`config.mk`:
```
export PLATFORM = sky130hd
export DESIGN_NAME = round_sequencer_flat
export DESIGN_NICKNAME = d
export VERILOG_FILES = /design/src/rtl/game_pkg.sv /design/src/rtl/round_sequencer_if.sv /design/src/rtl/round_sequencer_slot_timer.sv /design/src/rtl/round_sequencer.sv /design/src/flat_wrapper.sv
export SDC_FILE = /design/constraint.sdc
export NUM_CORES = 1
export LEC_CHECK = 0
export CAP_MARGIN = 20
export CORE_ASPECT_RATIO = 2
export CORE_MARGIN = 5
export CORE_UTILIZATION = 63
export DETAILED_ROUTE_END_ITERATION = 8
export DONT_BUFFER_PORTS = 1
export HOLD_SLACK_MARGIN = 0.05
export PLACE_DENSITY = 0.84
export SYNTH_ARGS = -nofsm -noshare
export SYNTH_HDL_FRONTEND = slang
export SYNTH_SLANG_ARGS = --single-unit
```
`constraint.sdc`:
```
create_clock -name clk_fast -period 3.3 [get_ports clk_fast]
set_input_delay 0.165 -clock clk_fast [delete_from_list [all_inputs] [get_ports clk_fast]]
set_output_delay 0.165 -clock clk_fast [all_outputs]
set_load 0.01 [all_outputs]
```
`src/rtl/game_pkg.sv`:
```
// Shared types and helpers for the Game of Codes round controller.
// Holds the FSM state and feedback encodings and the saturating score step.
package game_pkg;

  localparam int SCORE_W = 4;

  typedef enum logic [2:0] {IDLE, REQ, ASK, SHOW, OVER} round_state_t;
  typedef enum logic [1:0] {FB_NONE, FB_OK, FB_BAD, FB_TMO} feedback_t;

  // One point up (capped at max_s) or one point down (floored at zero)
  function automatic logic [SCORE_W-1:0] score_step(
    input logic [SCORE_W-1:0] s,
    input logic               up,
    input logic [SCORE_W-1:0] max_s
  );
    if (up) begin
      return (s >= max_s) ? max_s : s + 1'b1;
    end
    return (s == '0) ? '0 : s - 1'b1;
  endfunction

endpackage

```
`src/rtl/round_sequencer_if.sv`:
```
// Handshake and display bundle between the round controller and its neighbours.
// slave = the round controller itself; master = keypad/checker/question side.
interface round_sequencer_if;
  import game_pkg::*;

  logic               start;
  logic               key_valid;
  logic               answer;
  logic               q_ack;
  logic               q_req;
  logic [SCORE_W-1:0] score;
  logic [3:0]         round;
  feedback_t          feedback;
  logic               game_over;

  modport slave (
    input  start, key_valid, answer, q_ack,
    output q_req, score, round, feedback, game_over
  );

  modport master (
    output start, key_valid, answer, q_ack,
    input  q_req, score, round, feedback, game_over
  );
endinterface

```
`src/rtl/round_sequencer_slot_timer.sv`:
```
// Loadable down-counter shared by the answer slot and the feedback display.
// Holds at zero once expired; load has priority over counting.
module slot_timer #(
  parameter int TMR_W = 30
) (
  input  logic             clk_fast,
  input  logic             restart_n,
  input  logic             load,
  input  logic [TMR_W-1:0] load_val,
  input  logic             en,
  output logic             zero
);

  logic [TMR_W-1:0] count_reg;

  always_ff @(posedge clk_fast or negedge restart_n) begin
    if (!restart_n) begin
      count_reg <= '0;
    end else if (load) begin
      count_reg <= load_val;
    end else if (en && (count_reg != '0)) begin
      count_reg <= count_reg - 1'b1;
    end
  end

  assign zero = (count_reg == '0);

endmodule

```
`src/rtl/round_sequencer.sv`:
```
// Game-round controller: question request, timed answer slot, scoring, feedback.
// Build option: define TIMEOUT_PENALTY_EN to make a timeout cost one point.
module round_sequencer
  import game_pkg::*;
#(
  parameter int unsigned SLOT_CYCLES = 800_000_000,
  parameter int unsigned SHOW_CYCLES = 100_000_000,
  parameter int unsigned MAX_SCORE   = 9,
  parameter int unsigned MAX_ROUNDS  = 15,
  parameter int          TMR_W       = 30
) (
  input  logic              clk_fast,
  input  logic              restart_n,
  round_sequencer_if.slave  bus
);

  localparam logic [TMR_W-1:0]   SLOT_LOAD  = TMR_W'(SLOT_CYCLES - 1);
  localparam logic [TMR_W-1:0]   SHOW_LOAD  = TMR_W'(SHOW_CYCLES - 1);
  localparam logic [SCORE_W-1:0] SCORE_TOP  = SCORE_W'(MAX_SCORE);
  localparam logic [3:0]         ROUND_LAST = 4'(MAX_ROUNDS);

  round_state_t       state_reg;
  logic [SCORE_W-1:0] score_reg;
  logic [3:0]         round_reg;
  feedback_t          feedback_reg;
  logic               q_req_reg;
  logic               game_over_reg;

  logic             timer_load;
  logic [TMR_W-1:0] timer_val;
  logic             timer_en;
  logic             timer_zero;
  logic [3:0]       round_next;

  // One timer serves both phases: the slot on question ack, the display on answer/timeout
  always_comb begin
    timer_load = 1'b0;
    timer_val  = SLOT_LOAD;
    case (state_reg)
      REQ: begin
        timer_load = bus.q_ack;
        timer_val  = SLOT_LOAD;
      end
      ASK: begin
        timer_load = bus.key_valid || timer_zero;
        timer_val  = SHOW_LOAD;
      end
      default: ;
    endcase
  end

  assign timer_en   = (state_reg == ASK) || (state_reg == SHOW);
  assign round_next = (round_reg == ROUND_LAST) ? round_reg : round_reg + 1'b1;

  slot_timer #(.TMR_W(TMR_W)) u_timer (
    .clk_fast  (clk_fast),
    .restart_n (restart_n),
    .load      (timer_load),
    .load_val  (timer_val),
    .en        (timer_en),
    .zero      (timer_zero)
  );

  always_ff @(posedge clk_fast or negedge restart_n) begin
    if (!restart_n) begin
      state_reg     <= IDLE;
      score_reg     <= '0;
      round_reg     <= '0;
      feedback_reg  <= FB_NONE;
      q_req_reg     <= 1'b0;
      game_over_reg <= 1'b0;
    end else begin
      case (state_reg)
        IDLE, OVER: begin
          if (bus.start) begin
            state_reg     <= REQ;
            score_reg     <= '0;
            round_reg     <= '0;
            feedback_reg  <= FB_NONE;
            q_req_reg     <= 1'b1;
            game_over_reg <= 1'b0;
          end
        end
        REQ: begin
          if (bus.q_ack) begin
            state_reg <= ASK;
            q_req_reg <= 1'b0;
          end
        end
        ASK: begin
          // A key arriving on the last slot cycle still counts as an answer
          if (bus.key_valid) begin
            score_reg    <= score_step(score_reg, bus.answer, SCORE_TOP);
            feedback_reg <= bus.answer ? FB_OK : FB_BAD;
            state_reg    <= SHOW;
          end else if (timer_zero) begin
            feedback_reg <= FB_TMO;
`ifdef TIMEOUT_PENALTY_EN
            score_reg    <= score_step(score_reg, 1'b0, SCORE_TOP);
`else
            score_reg    <= score_reg;
`endif
            state_reg    <= SHOW;
          end
        end
        SHOW: begin
          if (timer_zero) begin
            round_reg <= round_next;
            if ((score_reg == SCORE_TOP) || (round_next == ROUND_LAST)) begin
              state_reg     <= OVER;
              game_over_reg <= 1'b1;
            end else begin
              state_reg    <= REQ;
              q_req_reg    <= 1'b1;
              feedback_reg <= FB_NONE;
            end
          end
        end
        default: state_reg <= IDLE;
      endcase
    end
  end

  assign bus.q_req     = q_req_reg;
  assign bus.score     = score_reg;
  assign bus.round     = round_reg;
  assign bus.feedback  = feedback_reg;
  assign bus.game_over = game_over_reg;

endmodule

```
`src/flat_wrapper.sv`:
```
// flat-port wrapper written by rule: the top's interface ports become plain ports
module round_sequencer_flat import game_pkg::*;
#(
  parameter int unsigned SLOT_CYCLES = 800_000_000,
  parameter int unsigned SHOW_CYCLES = 100_000_000,
  parameter int unsigned MAX_SCORE   = 9,
  parameter int unsigned MAX_ROUNDS  = 15,
  parameter int          TMR_W       = 30
)
  (clk_fast, restart_n, bus_start, bus_key_valid, bus_answer, bus_q_ack, bus_q_req, bus_score, bus_round, bus_feedback, bus_game_over);
  round_sequencer_if bus_i ();
  input  logic clk_fast;
  input  logic restart_n;
  input wire logic [$bits(bus_i.start)-1:0] bus_start;
  input wire logic [$bits(bus_i.key_valid)-1:0] bus_key_valid;
  input wire logic [$bits(bus_i.answer)-1:0] bus_answer;
  input wire logic [$bits(bus_i.q_ack)-1:0] bus_q_ack;
  output wire logic [$bits(bus_i.q_req)-1:0] bus_q_req;
  output wire logic [$bits(bus_i.score)-1:0] bus_score;
  output wire logic [$bits(bus_i.round)-1:0] bus_round;
  output wire logic [$bits(bus_i.feedback)-1:0] bus_feedback;
  output wire logic [$bits(bus_i.game_over)-1:0] bus_game_over;
  assign bus_i.start = bus_start;
  assign bus_i.key_valid = bus_key_valid;
  assign bus_i.answer = bus_answer;
  assign bus_i.q_ack = bus_q_ack;
  assign bus_q_req = bus_i.q_req;
  assign bus_score = bus_i.score;
  assign bus_round = bus_i.round;
  assign bus_feedback = bus_i.feedback;
  assign bus_game_over = bus_i.game_over;
  round_sequencer #(.SLOT_CYCLES(SLOT_CYCLES), .SHOW_CYCLES(SHOW_CYCLES), .MAX_SCORE(MAX_SCORE), .MAX_ROUNDS(MAX_ROUNDS), .TMR_W(TMR_W)) u_core (.clk_fast(clk_fast), .restart_n(restart_n), .bus(bus_i));
endmodule
```
==> results of run 1 <==
-- cell usage in the layout, fill, tap and decap left out, types with 2 or more instances in the layout --
cell / Yosys / layout
dfrtp_1: 45 / 45
nand2_1: 40 / 40
nor2_1: 32 / 32
nor3_1: 16 / 16
xnor2_1: 14 / 14
o21ai_0: 11 / 11
a21oi_1: 11 / 11
inv_1: 10 / 10
nor4_1: 10 / 10
nand4_1: 7 / 7
nand3_1: 7 / 7
nand2b_1: 6 / 6
clkbuf_8: 0 / 6
nor4_2: 5 / 5
or3_1: 5 / 5
o21ai_1: 5 / 5
ha_1: 5 / 5
a221o_1: 4 / 4
a211o_1: 4 / 4
buf_4: 0 / 4
and4_1: 3 / 3
nor2b_1: 3 / 3
o22ai_1: 3 / 3
o31ai_1: 3 / 3
a211oi_1: 3 / 3
a22o_1: 3 / 3
o32ai_1: 2 / 2
a21o_1: 2 / 2
xor2_1: 2 / 2
nand3b_1: 2 / 2
a31oi_1: 2 / 2
dlygate4sd3_1: 0 / 2
-- per-layer routing --
layer  up-vias  global-route usage [%]  share of wire [%]
met5         -                       0                  0
met4         0                    19.2                6.3
met3        35                    4.30                4.8
met2        96                    46.3                 54
met1      1165                    25.8                 35
li1       1106                       -                  -
-- area by class of cell --
cell class | instances | area, µm² | share of cell area (%)
multi-input cells | 233 | 1460 | 50.4
flip-flops and latches | 45 | 1130 | 39.0
clock buffers | 6 | 82.6 | 2.86
repair buffers | 7 | 77.6 | 2.69
well taps | 52 | 65.1 | 2.25
inverters | 11 | 41.3 | 1.43
clock inverters | 2 | 37.5 | 1.30
-- per-stage QoR --
step	instance area [µm²]	utilization (%)	hold WS (ns)	cells
after floorplan	2670	-	-0.131	299
after global placement	2720	66.5	-0.129	345
after detailed placement	2720	66.5	-0.129	345
after CTS	2890	70.6	0.0573	356
after global routing	2890	70.6	0.0679	356
final	2890	70.6	0.0539	356
-- power breakdown --
| group | leakage (nW) | internal, mW | switching, mW |
|---|---|---|---|
| sequential | 0.518 | 0.704 | 0.238 |
| combinational | 0.514 | 0.334 | 0.457 |
| clock | 0.0574 | 0.246 | 0.194 |
-- final timing paths --
path,startpoint,endpoint,cells after the start,slack [ns]
setup / recovery,u_core.u_timer.count_reg[1],u_core.u_timer.count_reg[9],8,0.59
hold reg to reg,u_core.u_timer.count_reg[10],u_core.u_timer.count_reg[10],1,0.56
min in group asynchronous,restart_n,u_core.u_timer.count_reg[6],2,0.37
hold / removal,bus_key_valid,u_core.bus.feedback[0],2,0.05
setup reg to reg,u_core.u_timer.count_reg[1],u_core.u_timer.count_reg[9],8,0.59
max in group asynchronous,restart_n,u_core.u_timer.count_reg[28],2,2.73
-- cell families (layout without fill, tap and decap cells) --
group | count (synthesis) | count (layout) | share of synthesized area [%]
compound gates | 66 | 66 | 17.8
simple gates | 144 | 144 | 28.0
flops | 45 | 45 | 42.3
fa+ha+maj | 5 | 5 | 2.35
buf+inv | 21 | 26 | 3.15
mux | 2 | 2 | 1.22
xor+xnor | 16 | 16 | 5.26
-- worst max-delay path, stage by stage (launching register included) --
cell	delay (ns)
dfrtp_1	0.39
inv_1	0.09
ha_1	0.19
nor2b_1	0.39
and4_1	0.33
and4_1	0.27
or2_1	0.41
o21ai_0	0.16
a221o_1	0.36
-- repair_timing --
action	CTS	global route
hold endpoints to repair	46	0
hold buffers	3	0
endpoints found under the setup margin	0	0
==> out/qor.yml, run 1 <==
finalPower_mw: 2.17
wl_per_cell_um: 18.7
yosys_register_bits: 45
drt_iter0_drc: 77
worstPathArrival_ns: 2.91
seq_area_frac_synth_pct: 42.3
die_y_um: 102
cts.reportedPaths.clkPinSlew_ns: 0.09
fmax_ghz: 0.369
finalCriticalPeriod_ns: 2.71
path_max_fanout: 12
p_leak_nw: 1.09
ys.flop_type: "dfrtp_1"
drc: 0
ys_warn_count: 0
place_congestion: 0.953
yosysTopAreaCellShare_pct: 42.3
preCtsSetupSlack_ns: 0.638
htreeDepth: 2
peakVddDrop_mv: 0.508
syn_to_final_growth_pct: 8.26
finalHoldViolations: 0
cts_root_buf: "clkbuf_8"
largest_register_ffs: 30
synth_edf_count: 0
drive_gt1_share_pct: 8.55
synthesis.instances: 299
synth.most_common_cell: "dfrtp_1"
wl_mm: 6.67
syn_nets: 310
hpwl_mm: 4.87
antenna_found_initial: 0
overflow: 0
diodes: 0
synth_top_cell_by_area: "dfrtp_1"
fp-row-count: 33
powerDensity_nw_per_um2: 753
worst_pin_slew_ns: 0.712
grt_max_degree: 46
cts_tree: "yes"
status: "finished, final reports clean"
insertion_delay_ns: 0.30
cts_resized: 0
drtPass1Iterations: 4
postCtsSetupRepairBufs: 0
grt_pass1_vias: 2610
max-slew-margin-rel_pct: 52.1
endpoint_kind: "flop"
cts_buffers: 5
cp.required_ns: 3.49
clock_skew_ns: 0.00642
setup.worst_path.start_class: "flop"
io_buffers: 0
min_path_type: "in -> reg"
nFillCells: 314
core_area_um2: 4090
finalWorstSetupSlack_ns: 0.587
clockBufferDepth: 2
num_vias: 2402
synth_area_leaders: "dfrtp_1 42%, nand2_1 5.6%, xnor2_1 4.6%"
final.setup.tns_ns: 0
synth-async-reset-ratio_pct: 100
maxSlewViolCount: 0
syn_area_um2: 2670
synth_cell_types: 55
path_class: "reg -> reg"
ios: 18
setup_viol: 0
floorplan.initialDensity_pct: 65.2
fin_nets: 314
die_x_um: 56.0
syn_avg_cell_area_um2: 8.91
grt_pass1_wl_mm: 11.5
die_area_um2: 5710
drv_cap: 0
rsz0062_at_grt: "no"
clock_sinks: 45
period_share_pct: 82.2
antenna_left: 0
vias_per_cell: 6.75
synth_common_cells: "45 x dfrtp_1, 40 x nand2_1, 32 x nor2_1"
track_usage_pct: 25.6
Power figures use the tool's default switching activity.
==> run 2: changes to the inputs <==
clock period = 2.6 ns   (was 3.3 ns; I/O delays follow)
==> run 2 against run 1 <==
  * Final cell count is 3.7% higher
  * Combinational power is 33% higher
  * Sequential share of layout area is 1.1 points lower
  * Maximum frequency is 10% higher
  * Power is 23% higher
  * Core utilization is 2.1 points higher
  * Count of clock-buffer cells in the layout is 1 higher
  * Clock power hardly changed
  * Critical endpoint is now u_core.u_timer.count_reg[23]
==> out/qor.yml, run 2 (synthesis gave the netlist of run 1 again) <==
cts_root_buf: "clkbuf_8"
r2r_start: "u_core.u_timer.count_reg[4]"
finalHoldViolations: 0
worstPathCellList: "or3_4 > or4_4 > or2_0 > buf_4 > nor4_2 > xnor2_1 > nand2_1"
insertion_delay_ns: 0.30
rsz0062_at_grt: "no"
worst_pin_slew_ns: 0.601
r2r_slack_ns: 0.14
clock_skew_ns: 0.00796
die_area_um2: 5710
endpoint_kind: "flop"
p_leak_nw: 1.15
max-slew-margin-rel_pct: 59.5
antenna_left: 0
crit_buf_inv: 1
drc: 0
drt_iter0_drc: 85
core_area_um2: 4090
place_congestion: 0.968
crit_start: "u_core.u_timer.count_reg[4]"
grt_pass1_vias: 2535
clock_sinks: 45
hpwl_mm: 5.12
setup.worst_path.start_class: "flop"
cts_tree: "yes"
track_usage_pct: 26.1
grt_max_degree: 46
vias_per_cell: 6.49
io_buffers: 0
hp-start: "bus_key_valid"
status: "finished, final reports clean"
wl_per_cell_um: 18.5
layout_common_cells: "45 x dfrtp_1, 40 x nand2_1, 30 x nor2_1"
diodes: 0
fmax_ghz: 0.407
cp.required_ns: 2.76
grt_pass1_wl_mm: 11.8
wl_mm: 6.82
floorplan.initialDensity_pct: 65.2
layout_commonest_cell: "dfrtp_1"
num_vias: 2394
maxSlewViolCount: 0
cts.reportedPaths.clkPinSlew_ns: 0.08
syn_to_final_growth_pct: 11.5
period_share_pct: 94.6
antenna_found_initial: 0
peakVddDrop_mv: 0.654
worstPathArrival_ns: 2.62
finalCriticalPeriod_ns: 2.46
drtPass1Iterations: 5
ios: 18
drv_cap: 0
path_class: "reg -> reg"
overflow: 0
postCtsSetupRepairBufs: 0
path_max_fanout: 5
clockBufferDepth: 2
finalPower_mw: 2.68
min_path_type: "in -> reg"
die_x_um: 56.0
cts_buffers: 5
fin_nets: 328
htreeDepth: 2
die_y_um: 102
drive_gt1_share_pct: 12.6
final.setup.tns_ns: 0
cpMaxStageDelayCell: "or4_4"
largest_register_ffs: 30
powerDensity_nw_per_um2: 902
nFillCells: 294
setup_viol: 0
critPathMaxStageDelay_ns: 0.54
cpLargestDelayFamily: "simple AND/OR/NAND/NOR gates"
fp-row-count: 33
==> run 2: area by class of cell <==
| type | instances | area [µm²] | area share [%] |
|---|---|---|---|
| Clock buffer | 7 | 86.3 | 2.91 |
| Inverter | 11 | 41.3 | 1.39 |
| Multi-Input combinational cell | 233 | 1470 | 49.4 |
| Sequential cell | 45 | 1130 | 37.9 |
| Tap cell | 52 | 65.1 | 2.19 |
| Timing Repair Buffer | 21 | 185 | 6.23 |
==> run 2: metal layers <==
metal  wire [µm]  track usage (%)  vias to the layer above
met2        3720             46.8                       91
met4         354             16.6                        0
met1        2400             27.2                     1131
met3         339             5.56                       38
li1            -                -                     1134
met5           0                0                        -
==> run 2: repair_timing <==
action | in CTS | in global routing
gates resized for setup | 0 | 3
endpoints found under the hold margin | 47 | 0
endpoints found under the setup margin | 0 | 13
hold buffers | 4 | 0
==> run 2: power by group <==
| part | switching, mW | total (mW) | internal [mW] | leakage, nW |
|---|---|---|---|---|
| Sequential | 0.292 | 1.19 | 0.893 | 0.518 |
| Combinational | 0.599 | 1.05 | 0.455 | 0.583 |
| Clock | 0.228 | 0.439 | 0.211 | 0.0443 |
==> run 2: worst paths after layout <==
| kind | cells past startpoint | end |
|---|---|---|
| setup / recovery | 7 | u_core.u_timer.count_reg[23] |
| hold / removal | 2 | u_core.bus.feedback[1] |
| setup reg to reg | 7 | u_core.u_timer.count_reg[23] |
| hold reg to reg | 1 | u_core.u_timer.count_reg[10] |
| max in group asynchronous | 2 | u_core.bus.feedback[1] |
| min in group asynchronous | 2 | u_core.u_timer.count_reg[20] |
==> run 2: metrics by stage <==
step | worst slack [ns] | hold WS, ns | std cells | utilization [%] | cell area, µm²
6_report | 0.140 | 0.0588 | 369 | 72.7 | 2970
5_1_grt | 0.0328 | 0.0671 | 369 | 72.7 | 2970
4_1_cts | 0.0154 | 0.0659 | 369 | 72.4 | 2960
3_5_place_dp | 0.00922 | -0.164 | 358 | 68.9 | 2820
3_3_place_gp | 0.167 | -0.164 | 358 | 68.9 | 2820
2_1_floorplan | 0.292 | -0.166 | 299 | - | 2670
